<file path="src/rtl/mem_ctrl_pkg.sv">
`default_nettype none
// ============================================================================
// mem_ctrl_pkg : shared types for the burst SRAM controller
// Rev 1.0
// ============================================================================
package mem_ctrl_pkg;

    typedef enum logic [2:0] {
        ST_IDLE     = 3'd0,
        ST_WRITE    = 3'd1,
        ST_READ     = 3'd2,
        ST_RD_DRAIN = 3'd3,
        ST_WR_RESP  = 3'd4
    } state_t;

    // Travels alongside each memory read so its data can be flagged on return
    typedef struct packed {
        logic valid;
        logic last;
    } rd_tag_t;

endpackage : mem_ctrl_pkg
`default_nettype wire

</file>
<file path="src/rtl/mem_rd_tag_pipe.sv">
`default_nettype none
// ============================================================================
// mem_rd_tag_pipe : RD_LAT-deep delay line of read tags
// Rev 1.0
// ============================================================================
module mem_rd_tag_pipe
    import mem_ctrl_pkg::*;
#(
    parameter int RD_LAT = 1
) (
    input  logic    clk,
    input  logic    reset,
    input  rd_tag_t tag_in,
    output rd_tag_t tag_out
);

    rd_tag_t r_stage [RD_LAT];

    always_ff @(posedge clk) begin
        if (reset) begin
            for (int i = 0; i < RD_LAT; i++) begin
                r_stage[i] <= '0;
            end
        end else begin
            r_stage[0] <= tag_in;
            for (int i = 1; i < RD_LAT; i++) begin
                r_stage[i] <= r_stage[i-1];
            end
        end
    end

    assign tag_out = r_stage[RD_LAT-1];

endmodule : mem_rd_tag_pipe
`default_nettype wire

</file>
<file path="src/rtl/mem_ctrl_burst.sv">
`default_nettype none
// ============================================================================
// mem_ctrl_burst : single-port SRAM controller with incrementing bursts
// Rev 1.0
// ============================================================================
module mem_ctrl_burst
    import mem_ctrl_pkg::*;
#(
    parameter int ADDR_W = 8,
    parameter int DATA_W = 8,
    parameter int LEN_W  = 2,
    parameter int RD_LAT = 1
) (
    input  logic              clk,
    input  logic              reset,
    input  logic              cmd_valid_sys,
    output logic              cmd_ready_sys,
    input  logic              we_sys,
    input  logic [ADDR_W-1:0] addr_sys,
    input  logic [LEN_W-1:0]  len_sys,
    input  logic              wvalid_sys,
    output logic              wready_sys,
    input  logic [DATA_W-1:0] wdata_sys,
    output logic              wr_done_sys,
    output logic              rvalid_sys,
    output logic [DATA_W-1:0] rdata_sys,
    output logic              rlast_sys,
    output logic              ce_mem,
    output logic              we_mem,
    output logic [ADDR_W-1:0] addr_mem,
    output logic [DATA_W-1:0] datai_mem,
    input  logic [DATA_W-1:0] datao_mem
);

    localparam int CNT_W = LEN_W + 1;

    state_t              r_state, w_state_nxt;
    logic [ADDR_W-1:0]   r_addr, w_addr_nxt;
    logic [CNT_W-1:0]    r_cnt, w_cnt_nxt;

    logic                r_ce, w_ce_nxt;
    logic                r_we, w_we_nxt;
    logic [ADDR_W-1:0]   r_addr_mem, w_addr_mem_nxt;
    logic [DATA_W-1:0]   r_datai, w_datai_nxt;
    logic                r_rd_last, w_rd_last_nxt;
    logic                r_wr_done, w_wr_done_nxt;

    logic                r_rvalid;
    logic [DATA_W-1:0]   r_rdata;
    logic                r_rlast;

    rd_tag_t             w_tag_in, w_tag_out;

    always_ff @(posedge clk) begin
        if (reset) begin
            r_state <= ST_IDLE;
        end else begin
            r_state <= w_state_nxt;
        end
    end

    // Memory-pin values are computed here and registered below, so every
    // pin changes only on a clock edge.
    always_comb begin
        w_state_nxt    = r_state;
        w_addr_nxt     = r_addr;
        w_cnt_nxt      = r_cnt;
        w_ce_nxt       = 1'b0;
        w_we_nxt       = 1'b0;
        w_addr_mem_nxt = '0;
        w_datai_nxt    = '0;
        w_rd_last_nxt  = 1'b0;
        w_wr_done_nxt  = 1'b0;

        case (r_state)
            ST_IDLE: begin
                if (cmd_valid_sys) begin
                    if (we_sys) begin
                        w_state_nxt = ST_WRITE;
                        w_addr_nxt  = addr_sys;
                        w_cnt_nxt   = {1'b0, len_sys} + CNT_W'(1);
                    end else begin
                        // First read goes out with the handshake so reads land in cycles 1..N
                        w_state_nxt    = ST_READ;
                        w_ce_nxt       = 1'b1;
                        w_addr_mem_nxt = addr_sys;
                        w_rd_last_nxt  = (len_sys == '0);
                        w_addr_nxt     = addr_sys + ADDR_W'(1);
                        w_cnt_nxt      = {1'b0, len_sys};
                    end
                end
            end

            ST_WRITE: begin
                if (wvalid_sys) begin
                    w_ce_nxt       = 1'b1;
                    w_we_nxt       = 1'b1;
                    w_addr_mem_nxt = r_addr;
                    w_datai_nxt    = wdata_sys;
                    w_addr_nxt     = r_addr + ADDR_W'(1);
                    w_cnt_nxt      = r_cnt - CNT_W'(1);
                    if (r_cnt == CNT_W'(1)) begin
                        w_wr_done_nxt = 1'b1;
                        w_state_nxt   = ST_WR_RESP;
                    end
                end
            end

            ST_WR_RESP: begin
                w_state_nxt = ST_IDLE;
            end

            ST_READ: begin
                // r_cnt counts reads still to issue after the one sent from IDLE
                if (r_cnt != '0) begin
                    w_ce_nxt       = 1'b1;
                    w_addr_mem_nxt = r_addr;
                    w_rd_last_nxt  = (r_cnt == CNT_W'(1));
                    w_addr_nxt     = r_addr + ADDR_W'(1);
                    w_cnt_nxt      = r_cnt - CNT_W'(1);
                end
                if (r_cnt <= CNT_W'(1)) begin
                    w_state_nxt = ST_RD_DRAIN;
                end
            end

            ST_RD_DRAIN: begin
                if (r_rlast) begin
                    w_state_nxt = ST_IDLE;
                end
            end

            default: begin
                w_state_nxt = ST_IDLE;
            end
        endcase
    end

    always_ff @(posedge clk) begin
        if (reset) begin
            r_addr     <= '0;
            r_cnt      <= '0;
            r_ce       <= 1'b0;
            r_we       <= 1'b0;
            r_addr_mem <= '0;
            r_datai    <= '0;
            r_rd_last  <= 1'b0;
            r_wr_done  <= 1'b0;
            r_rvalid   <= 1'b0;
            r_rdata    <= '0;
            r_rlast    <= 1'b0;
        end else begin
            r_addr     <= w_addr_nxt;
            r_cnt      <= w_cnt_nxt;
            r_ce       <= w_ce_nxt;
            r_we       <= w_we_nxt;
            r_addr_mem <= w_addr_mem_nxt;
            r_datai    <= w_datai_nxt;
            r_rd_last  <= w_rd_last_nxt;
            r_wr_done  <= w_wr_done_nxt;
            r_rvalid   <= w_tag_out.valid;
            r_rlast    <= w_tag_out.valid & w_tag_out.last;
            if (w_tag_out.valid) begin
                r_rdata <= datao_mem;
            end
        end
    end

    // Tag enters the line while its read is on the pins, so it exits in the
    // cycle the memory presents that read's data.
    assign w_tag_in.valid = r_ce & ~r_we;
    assign w_tag_in.last  = r_rd_last;

    mem_rd_tag_pipe #(
        .RD_LAT (RD_LAT)
    ) u_tag_pipe (
        .clk     (clk),
        .reset   (reset),
        .tag_in  (w_tag_in),
        .tag_out (w_tag_out)
    );

    assign cmd_ready_sys = (r_state == ST_IDLE);
    assign wready_sys    = (r_state == ST_WRITE);
    assign wr_done_sys   = r_wr_done;
    assign rvalid_sys    = r_rvalid;
    assign rdata_sys     = r_rdata;
    assign rlast_sys     = r_rlast;
    assign ce_mem        = r_ce;
    assign we_mem        = r_we;
    assign addr_mem      = r_addr_mem;
    assign datai_mem     = r_datai;

endmodule : mem_ctrl_burst
`default_nettype wire

</file>
<file path="config.mk">
export PLATFORM = sky130hd
export DESIGN_NAME = mem_ctrl_burst
export DESIGN_NICKNAME = d
export VERILOG_FILES = /design/src/rtl/mem_ctrl_pkg.sv /design/src/rtl/mem_rd_tag_pipe.sv /design/src/rtl/mem_ctrl_burst.sv
export SDC_FILE = /design/constraint.sdc
export NUM_CORES = 1
export LEC_CHECK = 0
export CAP_MARGIN = 20
export CORE_ASPECT_RATIO = 2
export CORE_MARGIN = 2
export CORE_UTILIZATION = 25
export CTS_CLUSTER_DIAMETER = 200
export DETAILED_ROUTE_END_ITERATION = 7
export PLACE_DENSITY = 0.52
export SLEW_MARGIN = 20
export SYNTH_ARGS = -nofsm -noshare
export SYNTH_HDL_FRONTEND = slang
export SYNTH_HIERARCHICAL = 1
export SYNTH_SLANG_ARGS = --single-unit
export TNS_END_PERCENT = 10
</file>
<file path="constraint.sdc">
create_clock -name clk -period 5.15 [get_ports clk]
set_input_delay 1.03 -clock clk [delete_from_list [all_inputs] [get_ports clk]]
set_output_delay 1.03 -clock clk [all_outputs]
set_load 0.03 [all_outputs]
</file>
==> flow_summary_export.csv <==
group,metric,value,unit
placement,post-place-ws,1760,ps
sta,slew_violations,0,
finish,n_antenna_cell,0,
sta,final_hold_viol_count,0,
synthesis,synthFlopType,"dfxtp_1",
power,net-switching-power,375,µW
finish,multiInputGateArea,0.00108,mm²
sta,fin_ws,2190,ps
clock_tree,htree_levels,2,
clock_tree,clkSinkCount,46,
floorplan,io_pins,62,
detailed_routing,drc,0,
sta,min_period,2960,ps
power,comb_power_share,29.8,%
sta,period_share,57.5,%
global_route,grt_pass1_wl,9200,µm
power,p_int,713,µW
detailed_routing,vias,1860,
power,power,1090,µW
sta,tns,0,ps
critical_path,path_max_fanout,13,
synthesis,synth_warnings,6,
run_status,status,"completed",
synthesis,synth_top_area_share,44.2,%
clock_tree,clk_pin_slew_worst_paths,70,ps
critical_path,slowest_delay,720,ps
sta,clock_skew,4.90,ps
finish,area_growth,40.5,%
finish,regArea,921,µm²
synthesis,ys_seq_area_share,44.2,%
detailed_routing,ant_nets,0,
detailed_routing,firstDrtPassIters,5,
global_route,antenna_found_initial,0,
critical_path,crit_buf_inv,2,
detailed_routing,wl_per_cell,14.4,µm
critical_path,worstPathRequired,4120,ps
global_route,grt_pass1_vias,1869,
detailed_routing,drt-total-wl,5690,µm
global_route,grtUsageTotal,13.6,%
clock_tree,holdBufCountCts,0,
synthesis,netlist_instances,237,
placement,dp_hpwl,4350,µm
critical_path,cp_slowest_cell,"clkdlybuf4s50_1",
floorplan,die_h,133,µm
power,swShare,34.5,%
floorplan,initial_core_util,25.5,%
global_route,grt_max_degree,30,
clock_tree,cts_resized,0,
sta,fmax,338,MHz
power,leakage,0.00107,µW
global_route,gr-total-overflow,0,
critical_path,cp_top_family,"buffers and inverters",
synthesis,yosys.area.top_type,"dfxtp_1",
floorplan,die_x,68.6,µm
floorplan,dieArea,0.00912,mm²
placement,gp_congestion,0.824,
finish,drive_gt1_share,4.73,%
clock_tree,cts_buffer_depth,2,
critical_path,path_cells,"inv_1 -> nor3_1 -> clkdlybuf4s50_1",
run,maxCapViolations,0,
synthesis,synthesis.nets,276,
floorplan,rows,47,
finish,nFillCells,870,
critical_path,crit-reg2reg-launch,"r_state[0]",
clock_tree,cts_tree,"done",
clock_tree,cts_setup_buffers,0,
detailed_routing,initialDrtViolationCount,87,
critical_path,worstSetupPathType,"reg2out",
power,seqPwrFrac,40.6,%
finish,final_util,35.8,%
power,irDropWorstVdd,0.135,mV
clock_tree,clk_latency,290,ps
placement,port_buffers,61,
sta,setup_viol,0,
clock_tree,cts_root_buffer,"clkbuf_16",
sta,rsz0062_at_grt,"no",
synthesis,synth_area_leaders,"dfxtp_1 44%, ha_1 4.8%, nor2_1 4.7%, mux2i_1 4.3%, nand2_1 3.4%",
detailed_routing,viasPerCell,4.72,
power,power_density,372,mW/mm²
sta,slew_headroom,54.6,%
synthesis,avgSynthCellArea,8.79,µm²
synthesis,synth_seq_cells,46,
power,clock_power_share,29.5,%
min_path,hp-start,"u_tag_pipe/r_stage[0][0]",
critical_path,critPathCaptureType,"primary output",
finish,fin_nets,334,
synthesis,syn_area,0.00208,mm²
min_path,hp-class,"reg2reg",
critical_path,startpoint,"r_state[0]",
synthesis,synthArstFlopShare,0,%
floorplan,core-area,0.00817,mm²
synthesis,synth_edf_count,0,
sta,tightest_slew,680,ps
critical_path,cp.arrival,1930,ps
synthesis,synth_cell_types,42,
critical_path,worst_setup_path_start_kind,"flip-flop",
clock_tree,cts_buffers,5,
synthesized netlist by cell type (3+ instances only):
cell type	n
nor3b_1	4
nor3_1	6
o211ai_1	5
mux2i_1	9
xnor2_1	3
nor2_1	26
inv_1	7
ha_1	8
and2_1	11
a22oi_1	7
clkbuf_1	5
nand3_1	7
nor4_1	3
or3_1	4
nand2_1	19
dfxtp_1	46
a21oi_1	13
xor2_1	4
nor2b_1	8
o21ai_0	9
buf_2	6
metal layers:
| layer | routed length (µm) | global-route usage (%) |
|---|---|---|
| met1 | 2020 | 13.7 |
| met3 | 169 | 1.69 |
| met4 | 155 | 7.44 |
| met2 | 3340 | 25.2 |
| met5 | 0 | 0 |
path summary, 6_finish.rpt:
check	end	slack, ps	cells past startpoint
hold / removal	rlast_sys	430	1
setup / recovery	wready_sys	2190	3
setup reg to reg	r_addr[7]	3190	6
hold reg to reg	rlast_sys	430	1
power by group through the flow:
stage | Combinational (µW) | Sequential [µW] | Clock [µW]
after floorplan | 206 | 454 | 0
after global placement | 322 | 449 | 0
after detailed placement | 326 | 450 | 0
after CTS | 327 | 442 | 331
after global routing | 361 | 449 | 346
final | 325 | 442 | 321
worst register-to-register path: cells and delay by family, from the launching register on:
kind                   cells  cell delay (ps)
DFF                        1              570
AOI/OAI and AO/OA          2              520
and+or+nand+nor            3              490
buffers and inverters      1              280
layout make-up:
cell class | instances | share of cell area, %
multi-input cells | 171 | 36.9
flip-flops and latches | 46 | 31.5
repair buffers | 64 | 21.5
clock buffers | 5 | 4.28
well taps | 98 | 4.19
inverters | 7 | 0.898
clock inverters | 3 | 0.727
cell families (layout without fill, tap and decap cells):
family	after synthesis	in the layout	share of synthesized area [%]
buffers and inverters	20	79	3.96
XOR/XNOR	7	7	2.94
AO/OA/AOI/OAI	50	50	16.0
flip-flops	46	46	44.2
adder cells (fa/ha/maj)	8	8	4.80
multiplexers	9	9	4.32
AND/OR/NAND/NOR	97	97	23.7
layout by cell type (no fill, tap or decap), drive strengths merged, types with 4 or more instances in the layout:
| cell | netlist | layout |
|---|---|---|
| a22oi | 7 | 7 |
| and2 | 11 | 11 |
| nor3 | 6 | 6 |
| clkbuf | 5 | 5 |
| mux2i | 9 | 9 |
| nor2 | 27 | 27 |
| xor2 | 4 | 4 |
| nand3 | 7 | 7 |
| inv | 7 | 7 |
| dfxtp | 46 | 46 |
| nor2b | 8 | 8 |
| or3 | 4 | 4 |
| clkdlybuf4s50 | 0 | 61 |
| ha | 8 | 8 |
| o21ai | 9 | 9 |
| nand2 | 19 | 19 |
| nor3b | 4 | 4 |
| o211ai | 5 | 5 |
| a21oi | 14 | 14 |
flip-flops by register name (all words and copies together), names as in the netlist:
register	cells
wr_done_sys	1
rdata_sys	8
r_cnt	3
r_state	3
ce_mem	1
u_tag_pipe/r_stage	2
we_mem	1
datai_mem	8
r_addr	8
rlast_sys	1
addr_mem	8
rvalid_sys	1
r_rd_last	1
stage by stage:
stage,instances,hold WS [ps],cell area [µm²]
detailed placement,385,426,2780
floorplan,237,406,2080
CTS,393,431,2920
global placement,385,410,2780
global route,394,460,2930
finish,394,427,2930
Power figures use the tool's default switching activity.
